===== src/rtl/switch_pkg.sv =====
// Shared types and constants for the board switch conditioning blocks.
package switch_pkg;

  typedef enum logic [1:0] {
    STABLE_LOW  = 2'd0,
    WAIT_HIGH   = 2'd1,
    STABLE_HIGH = 2'd2,
    WAIT_LOW    = 2'd3
  } db_state_t;

  // 10 ms of stable samples at 100 MHz.
  localparam int DEBOUNCE_CYCLES_DEFAULT = 1000000;

  localparam int SYNC_STAGES_MIN = 2;
  localparam int SYNC_STAGES_MAX = 4;

endpackage


===== src/rtl/sync_chain.sv =====
// N-flop synchroniser for an asynchronous board pin; plain shift chain, async active-low reset.
module sync_chain #(
  parameter int STAGES = 2
) (
  input  logic clk,
  input  logic rst_n,
  input  logic pin,
  output logic synced
);

  logic [STAGES-1:0] s;

  always_ff @(posedge clk or negedge rst_n) begin
    if (!rst_n) begin
      s <= '0;
    end else begin
      s <= {s[STAGES-2:0], pin};
    end
  end

  assign synced = s[STAGES-1];

endmodule


===== src/rtl/switch_debounce.sv =====
// Synchronises and debounces the slide switch; emits level plus rise/fall strobes.
// Optional push-on/push-off output enabled by defining SWITCH_DEBOUNCE_TOGGLE_EN.
module switch_debounce
  import switch_pkg::*;
#(
  parameter int SYNC_STAGES     = 2,
  parameter int DEBOUNCE_CYCLES = DEBOUNCE_CYCLES_DEFAULT
) (
  input  logic board_clk,
  input  logic board_rst_n,
  input  logic switch_raw,
  output logic sw_level,
  output logic sw_rise,
  output logic sw_fall,
  output logic sw_toggle
);

  // Out-of-range stage counts are pulled back into the supported window.
  localparam int SYNC_N = (SYNC_STAGES < SYNC_STAGES_MIN) ? SYNC_STAGES_MIN :
                          (SYNC_STAGES > SYNC_STAGES_MAX) ? SYNC_STAGES_MAX : SYNC_STAGES;
  localparam int CNT_W = $clog2(DEBOUNCE_CYCLES);
  localparam logic [CNT_W-1:0] CNT_LAST = CNT_W'(DEBOUNCE_CYCLES - 1);
  localparam logic [CNT_W-1:0] CNT_ONE  = CNT_W'(1);

  logic            sync_out;
  db_state_t       state;
  logic [CNT_W-1:0] cnt;

  sync_chain #(
    .STAGES (SYNC_N)
  ) u_sync (
    .clk    (board_clk),
    .rst_n  (board_rst_n),
    .pin    (switch_raw),
    .synced (sync_out)
  );

  // Qualification fires on the DEBOUNCE_CYCLES-th consecutive opposite sample,
  // so the counter never needs to go past CNT_LAST.
  always_ff @(posedge board_clk or negedge board_rst_n) begin
    if (!board_rst_n) begin
      state    <= STABLE_LOW;
      cnt      <= '0;
      sw_level <= 1'b0;
      sw_rise  <= 1'b0;
      sw_fall  <= 1'b0;
    end else begin
      sw_rise <= 1'b0;
      sw_fall <= 1'b0;
      case (state)
        STABLE_LOW: begin
          if (sync_out) begin
            state <= WAIT_HIGH;
            cnt   <= CNT_ONE;
          end else begin
            cnt <= '0;
          end
        end
        WAIT_HIGH: begin
          if (!sync_out) begin
            state <= STABLE_LOW;
            cnt   <= '0;
          end else if (cnt == CNT_LAST) begin
            state    <= STABLE_HIGH;
            sw_level <= 1'b1;
            sw_rise  <= 1'b1;
            cnt      <= '0;
          end else begin
            cnt <= cnt + CNT_ONE;
          end
        end
        STABLE_HIGH: begin
          if (!sync_out) begin
            state <= WAIT_LOW;
            cnt   <= CNT_ONE;
          end else begin
            cnt <= '0;
          end
        end
        WAIT_LOW: begin
          if (sync_out) begin
            state <= STABLE_HIGH;
            cnt   <= '0;
          end else if (cnt == CNT_LAST) begin
            state    <= STABLE_LOW;
            sw_level <= 1'b0;
            sw_fall  <= 1'b1;
            cnt      <= '0;
          end else begin
            cnt <= cnt + CNT_ONE;
          end
        end
        default: begin
          state <= STABLE_LOW;
          cnt   <= '0;
        end
      endcase
    end
  end

`ifdef SWITCH_DEBOUNCE_TOGGLE_EN
  always_ff @(posedge board_clk or negedge board_rst_n) begin
    if (!board_rst_n) begin
      sw_toggle <= 1'b0;
    end else if (sw_rise) begin
      sw_toggle <= ~sw_toggle;
    end
  end
`else
  assign sw_toggle = 1'b0;
`endif

endmodule


===== config.mk =====
export PLATFORM = sky130hd
export DESIGN_NAME = switch_debounce
export DESIGN_NICKNAME = d
export VERILOG_FILES = /design/src/rtl/switch_pkg.sv /design/src/rtl/sync_chain.sv /design/src/rtl/switch_debounce.sv
export SDC_FILE = /design/constraint.sdc
export NUM_CORES = 1
export LEC_CHECK = 0
export CELL_PAD_IN_SITES_DETAIL_PLACEMENT = 1
export CELL_PAD_IN_SITES_GLOBAL_PLACEMENT = 1
export CORE_MARGIN = 10
export CORE_UTILIZATION = 40
export CTS_BUF_LIST = sky130_fd_sc_hd__clkbuf_8 sky130_fd_sc_hd__clkbuf_16
export DETAILED_ROUTE_END_ITERATION = 8
export DONT_BUFFER_PORTS = 1
export PLACE_DENSITY = 0.79
export SYNTH_ARGS = -nofsm -noshare
export SYNTH_HDL_FRONTEND = slang
export SYNTH_SLANG_ARGS = --single-unit

===== constraint.sdc =====
create_clock -name board_clk -period 1.9 [get_ports board_clk]
set_input_delay 0.57 -clock board_clk [delete_from_list [all_inputs] [get_ports board_clk]]
set_output_delay 0.57 -clock board_clk [all_outputs]
set_load 0.01 [all_outputs]

# Word-level counts from Yosys, hierarchy flattened
# Cells that the tools add are included.
word_totals:
  register_bits: 27
  inputBits: 3
  out_inout_bits: 4
  wordCells: 46
op_classes:
  add_sub_neg: 1
  eq_ne: 12
  muxes: 23
  reduce_logical: 4
op_table:
  columns: ["op", "count"]
  rows:
  - ["case mux 20 bit (4 select lines)", 1]
  - ["two-way mux 20 bit", 3]
  - ["adder 20 x 1 -> 20 bit (second input constant)", 1]
  - ["equality test 20 bit (second input constant)", 1]
  - ["two-way mux 2 bit", 6]
  - ["two-way mux 1 bit", 11]
  - ["!= test 2 bit (second input constant)", 4]
  - ["case mux 2 bit (4 select lines)", 1]
  - ["AND reduction 5 bit", 1]
  - ["equality test 2 bit (second input constant)", 2]
  - ["!= test 2 x 1 -> 1 bit (second input constant)", 2]
  - ["AND reduction 4 bit", 1]
  - ["!= test 3 x 2 -> 1 bit (second input constant)", 1]
  - ["!= test 3 bit (second input constant)", 1]
  - ["equality test 2 x 1 -> 1 bit (second input constant)", 1]
  - ["logical NOT 2 bit", 1]
  - ["case mux 1 bit (2 select lines)", 1]
  - ["nonzero test 2 bit", 1]

# Longest topological paths before layout
logic_depth:
  word_depth: 4
  depth_mapped: 7
  depth_no_buf: 5

# Hierarchy
# From an unflattened synthesis, not the netlist that was laid out.
hier_totals:
  cells_unflattened: 123
  area_unflattened_um2: 1287.5
by_module_without_submodules:
  columns: ["module", "n_inst", "cells_each", "area_each_um2", "seq_area_each_um2"]
  rows:
  - ["switch_debounce", 1, 121, 1237.4, 625.6]
  - ["sync_chain", 1, 2, 50.0, 50.0]

# Least setup slack after synthesis
# No wires, ideal clock.
synth_path:
  path_kind: "register to register"
  from: "reg cnt[0]"
  to: "reg cnt[10]"
  setup_time_ps: 121
  arrival_time_ps: 1737
  required_time_ps: 1779
  path_slack_ps: 42
  path_stages_with_launch: 8
  path_buffers: 2
  period_less_slack_ps: 1858
  cell_sequence: "dfrtp_1 > ha_1 > nand2_1 > nor4_1 > a21o_1 > buf_2 > buf_2 > nor2_1"
synth_between:
  elab_chain_cells: 4
  elab_cells_between_ends: 6
  classes_between: "1 x add/sub; 1 x eq/ne; 4 x mux"
synth_rtl:
  columns: ["element", "line", "source"]
  rows:
  - ["start: declaration", "switch_debounce.sv:27", "logic [CNT_W-1:0] cnt;"]
  - ["start signal: assignment", "switch_debounce.sv:69", "cnt <= cnt + CNT_ONE;"]
  - ["start signal: assignment", "switch_debounce.sv:90", "cnt <= cnt + CNT_ONE;"]
  - ["adder 20 x 1 -> 20 bit or equality test 20 bit (tied branches)", null, null]
  - ["two-way mux 20 bit (*)", "switch_debounce.sv:63, switch_debounce.sv:84", null]
  - ["two-way mux 20 bit (on tied branches)", "switch_debounce.sv:81, switch_debounce.sv:60", null]
  - ["case mux 20 bit (4 select lines) (*)", "switch_debounce.sv:50", "case (state)"]
# Mark *: on every way between the ends. The rest lies on a longest branch, timed or not.
# A chain may end at the register's enable or synchronous reset.

# Worst setup path in the final report
layout_path:
  from: "reg cnt[1]"
  to: "reg cnt[19]"
# The elaborated chain is that of the path after synthesis.

==> results.md <==
- Status: completed
- Largest net degree at the start of global routing: 28
- Setup_tns: 0 ns
- FMAX: 540.3 MHz
- Yosys reg bits: 27
- First-pass GRT wire length: roughly 5.1 mm
- Synthesized area per cell: approximately 10 sq um
- Most frequent cell after synthesis: dfrtp_1
- Sequential power share: around 62%
- Port Buffers: 0
- DRC: 0
- Pint: approximately 750 uW
- # Max-Cap Violations: 0
- # setup viols final: 0
- WL/cell: ~16 microns
- Initial core utilization: about 42%
- Peak supply drop: approximately 0.56 mV
- Top cells by area, synth: dfrtp_1 53%, xnor2_1 6.1%, nor2_1 4.7%, nand3_1 2.7%, xor2_1 2.7%
- Vias in the first global route: between 1000 and 1500
- Initial antenna violation count: 0
- Clk_skew: ~0.0074 ns
- Htree depth: 1
- CTS Root Cell: clkbuf_8
- GR Util All Layers: between 10% and 20%
- I/O Pins: 7
- Routed Antenna Nets: 0
- Post-synth EDFFs: 0
- Fin. max-slew vios: 0
- DPL Wire Length: roughly 2.2 mm
- Design area: between 1500 and 2000 sq um
- Critical path capture point type: register
- Synth cell types: 32
- Crit path DAT: 2.05 ns
- Synthesis-to-layout area growth: 18.63%
- Seq/Total Area, Yosys: a little over half
- Register clock-pin slew on the reported worst setup and hold paths: about 0.09 ns
- Commonest cells in the netlist: 27 x dfrtp_1, 16 x nor2_1, 9 x nand2_1, 9 x xnor2_1
- Die Ht: about 77 microns
- DIE AREA: slightly below 6000 sq um
- DP Worst Slack: approximately 0.026 ns
- Switching share of power: roughly a fifth
- Cell Area, Placed: approximately 1400 sq um
- Synth Cell Area: between 1000 and 1500 sq um
- Worst R2R Path Depth: 5
- Crit start category: register
- Core area: between 3000 and 4000 sq um
- Final setup margin: roughly 0.049 ns
- CTS buffer count: 3
- Inserted Diodes: 0
- Tcrit/Tclk final: between 90% and 100%
- Global placer's final weighted congestion: 0.8283
- Ys flop type: dfrtp_1
- Post-synthesis cell count: approximately 130
- Synth warnings: 0
- GRT overflow: 0
- Top cell type's share of synthesized area: between 50% and 60%
- HP Class: input pin to asynchronous set/reset pin
- Iter 0 DRT Violations: 56
- Async set or reset register ratio after synthesis: 100.0%
- Logic pwr share: under 10%
- Detailed Routing Iterations Pass 1: 4
- Die Width: ~77 microns
- Static Leak: between 0.6 and 0.7 nW
- CTS tree: done
- Vias: about 1000
- Syn nets: 132
- Largest area contributor in the netlist: dfrtp_1
- Final Hold Viols: 0
- Fillcell total: 353
- Max FO, Critical Path: 6
- Total length of routed wires: approximately 3 mm
- Clock power share: roughly 33%
- Skew-Pair Late Insertion Delay: ~0.27 ns
- Min Tclk post-route: 1.851 ns
- Pwr dens: ~620 nW/um^2
- R2r setup slk: between 0.04 and 0.05 ns
- Longest Clk Path Bufs: 2
- Fraction of layout cells with a size suffix above 1: 20.00%
- Std cell rows: 20
- Post-layout nets: between 100 and 150
- Critical path class: register to register
- Psw: 202.3 uW
- CP required: ~2.1 ns
- CTS Sinks: 27
- Drt via density: 5.429
==> sequential cells by signal, indices dropped and copies added, names as in the netlist, named ones only <==
name and count:
cnt 20, state 1, sw_fall 1, sw_level 1, sw_rise 1, u_sync.s 2
==> critical path: stages, from the launching register on <==
cell and delay [ns]:
dfrtp_1 0.41, buf_4 0.15, nand3_1 0.15, or4_4 0.49
or4_1 0.42, a21oi_1 0.16
==> cells in the final DEF, fill, tap and decap left out, types with 2 or more instances in the layout <==
cell / n
or3_1: 4
dfrtp_1: 26
inv_1: 8
a21oi_1: 5
buf_4: 10
buf_12: 2
nor3_1: 5
clkbuf_8: 3
nand3_1: 5
o21ai_0: 5
nand3_2: 2
or4_4: 2
nand4_1: 3
xnor2_1: 9
xor2_1: 4
nand2_1: 9
nor4_1: 2
nor2_1: 16
==> metrics by stage <==
step / instances / utilization, % / total power, mW / hold slack [ns]
2_1_floorplan: 128 / - / 0.6136 / 0.2744
4_1_cts: 181 / 47.58 / 0.9622 / 0.1028
5_1_grt: 184 / 49.84 / 0.9983 / 0.09348
6_report: 184 / 49.84 / 0.9479 / 0.1036
3_3_place_gp: 176 / 45.45 / 0.6204 / 0.2758
3_5_place_dp: 176 / 45.45 / 0.6234 / 0.2756
==> layout make-up <==
class / count / area [sq um] / area share, %
Sequential cell: 27 / 676.9 / 44.49
Multi-Input combinational cell: 90 / 603.1 / 39.64
Timing Repair Buffer: 12 / 115.1 / 7.566
Tap cell: 44 / 55.05 / 3.618
Clock buffer: 3 / 41.29 / 2.714
Inverter: 7 / 26.28 / 1.727
Clock inverter: 1 / 3.754 / 0.2467
==> power groups by stage <==
stage / clock network (mW) / registers [mW] / logic, mW
after floorplan: 0 / 0.597 / 0.0170
after global placement: 0 / 0.597 / 0.0232
after detailed placement: 0 / 0.599 / 0.0244
after CTS: 0.334 / 0.587 / 0.0408
after global routing: 0.355 / 0.588 / 0.0546
final: 0.311 / 0.588 / 0.0493
==> kinds of logic after synthesis <==
family                     count (synthesis)  share of synthesized area, %
and+or+nand+nor                           59                         25.76
DFF                                       27                         52.68
AOI/OAI and AO/OA                         15                         6.830
xor gates and xnor gates                  13                         8.878
buffers and inverters                     11                         3.805
adders and majority gates                  1                        0.9755
other                                      1                        0.2924
muxes                                      1                        0.7805
==> repair_timing <==
item / 4_1_cts / 5_1_grt
setup endpoints to repair: 0 / 23
hold buffers: 1 / 0
resized for setup: 0 / 10
hold endpoints to repair: 27 / 0
buffers inserted: 0 / 3
==> final timing paths <==
check,start,endpoint
max reg2reg,cnt[1],cnt[19]
min reg2reg,u_sync.s[0],u_sync.s[1]
max in group asynchronous,board_rst_n,cnt[6]
max,cnt[1],cnt[19]
min in group board_clk,switch_raw,u_sync.s[0]
min,board_rst_n,cnt[12]
==> metal layers <==
layer  part of all wire [%]  global-route usage [%]  routed length, microns  vias to the layer above
met3                    2.3                   2.594                      71                        4
met2                     53                   18.28                    1588                        9
met4                   0.73                   2.974                      22                        0
met1                     44                   11.88                    1341                      515
met5                      0                       0                       0                        -
li1                       -                       -                       -                      471
Power figures use the tool's default switching activity.
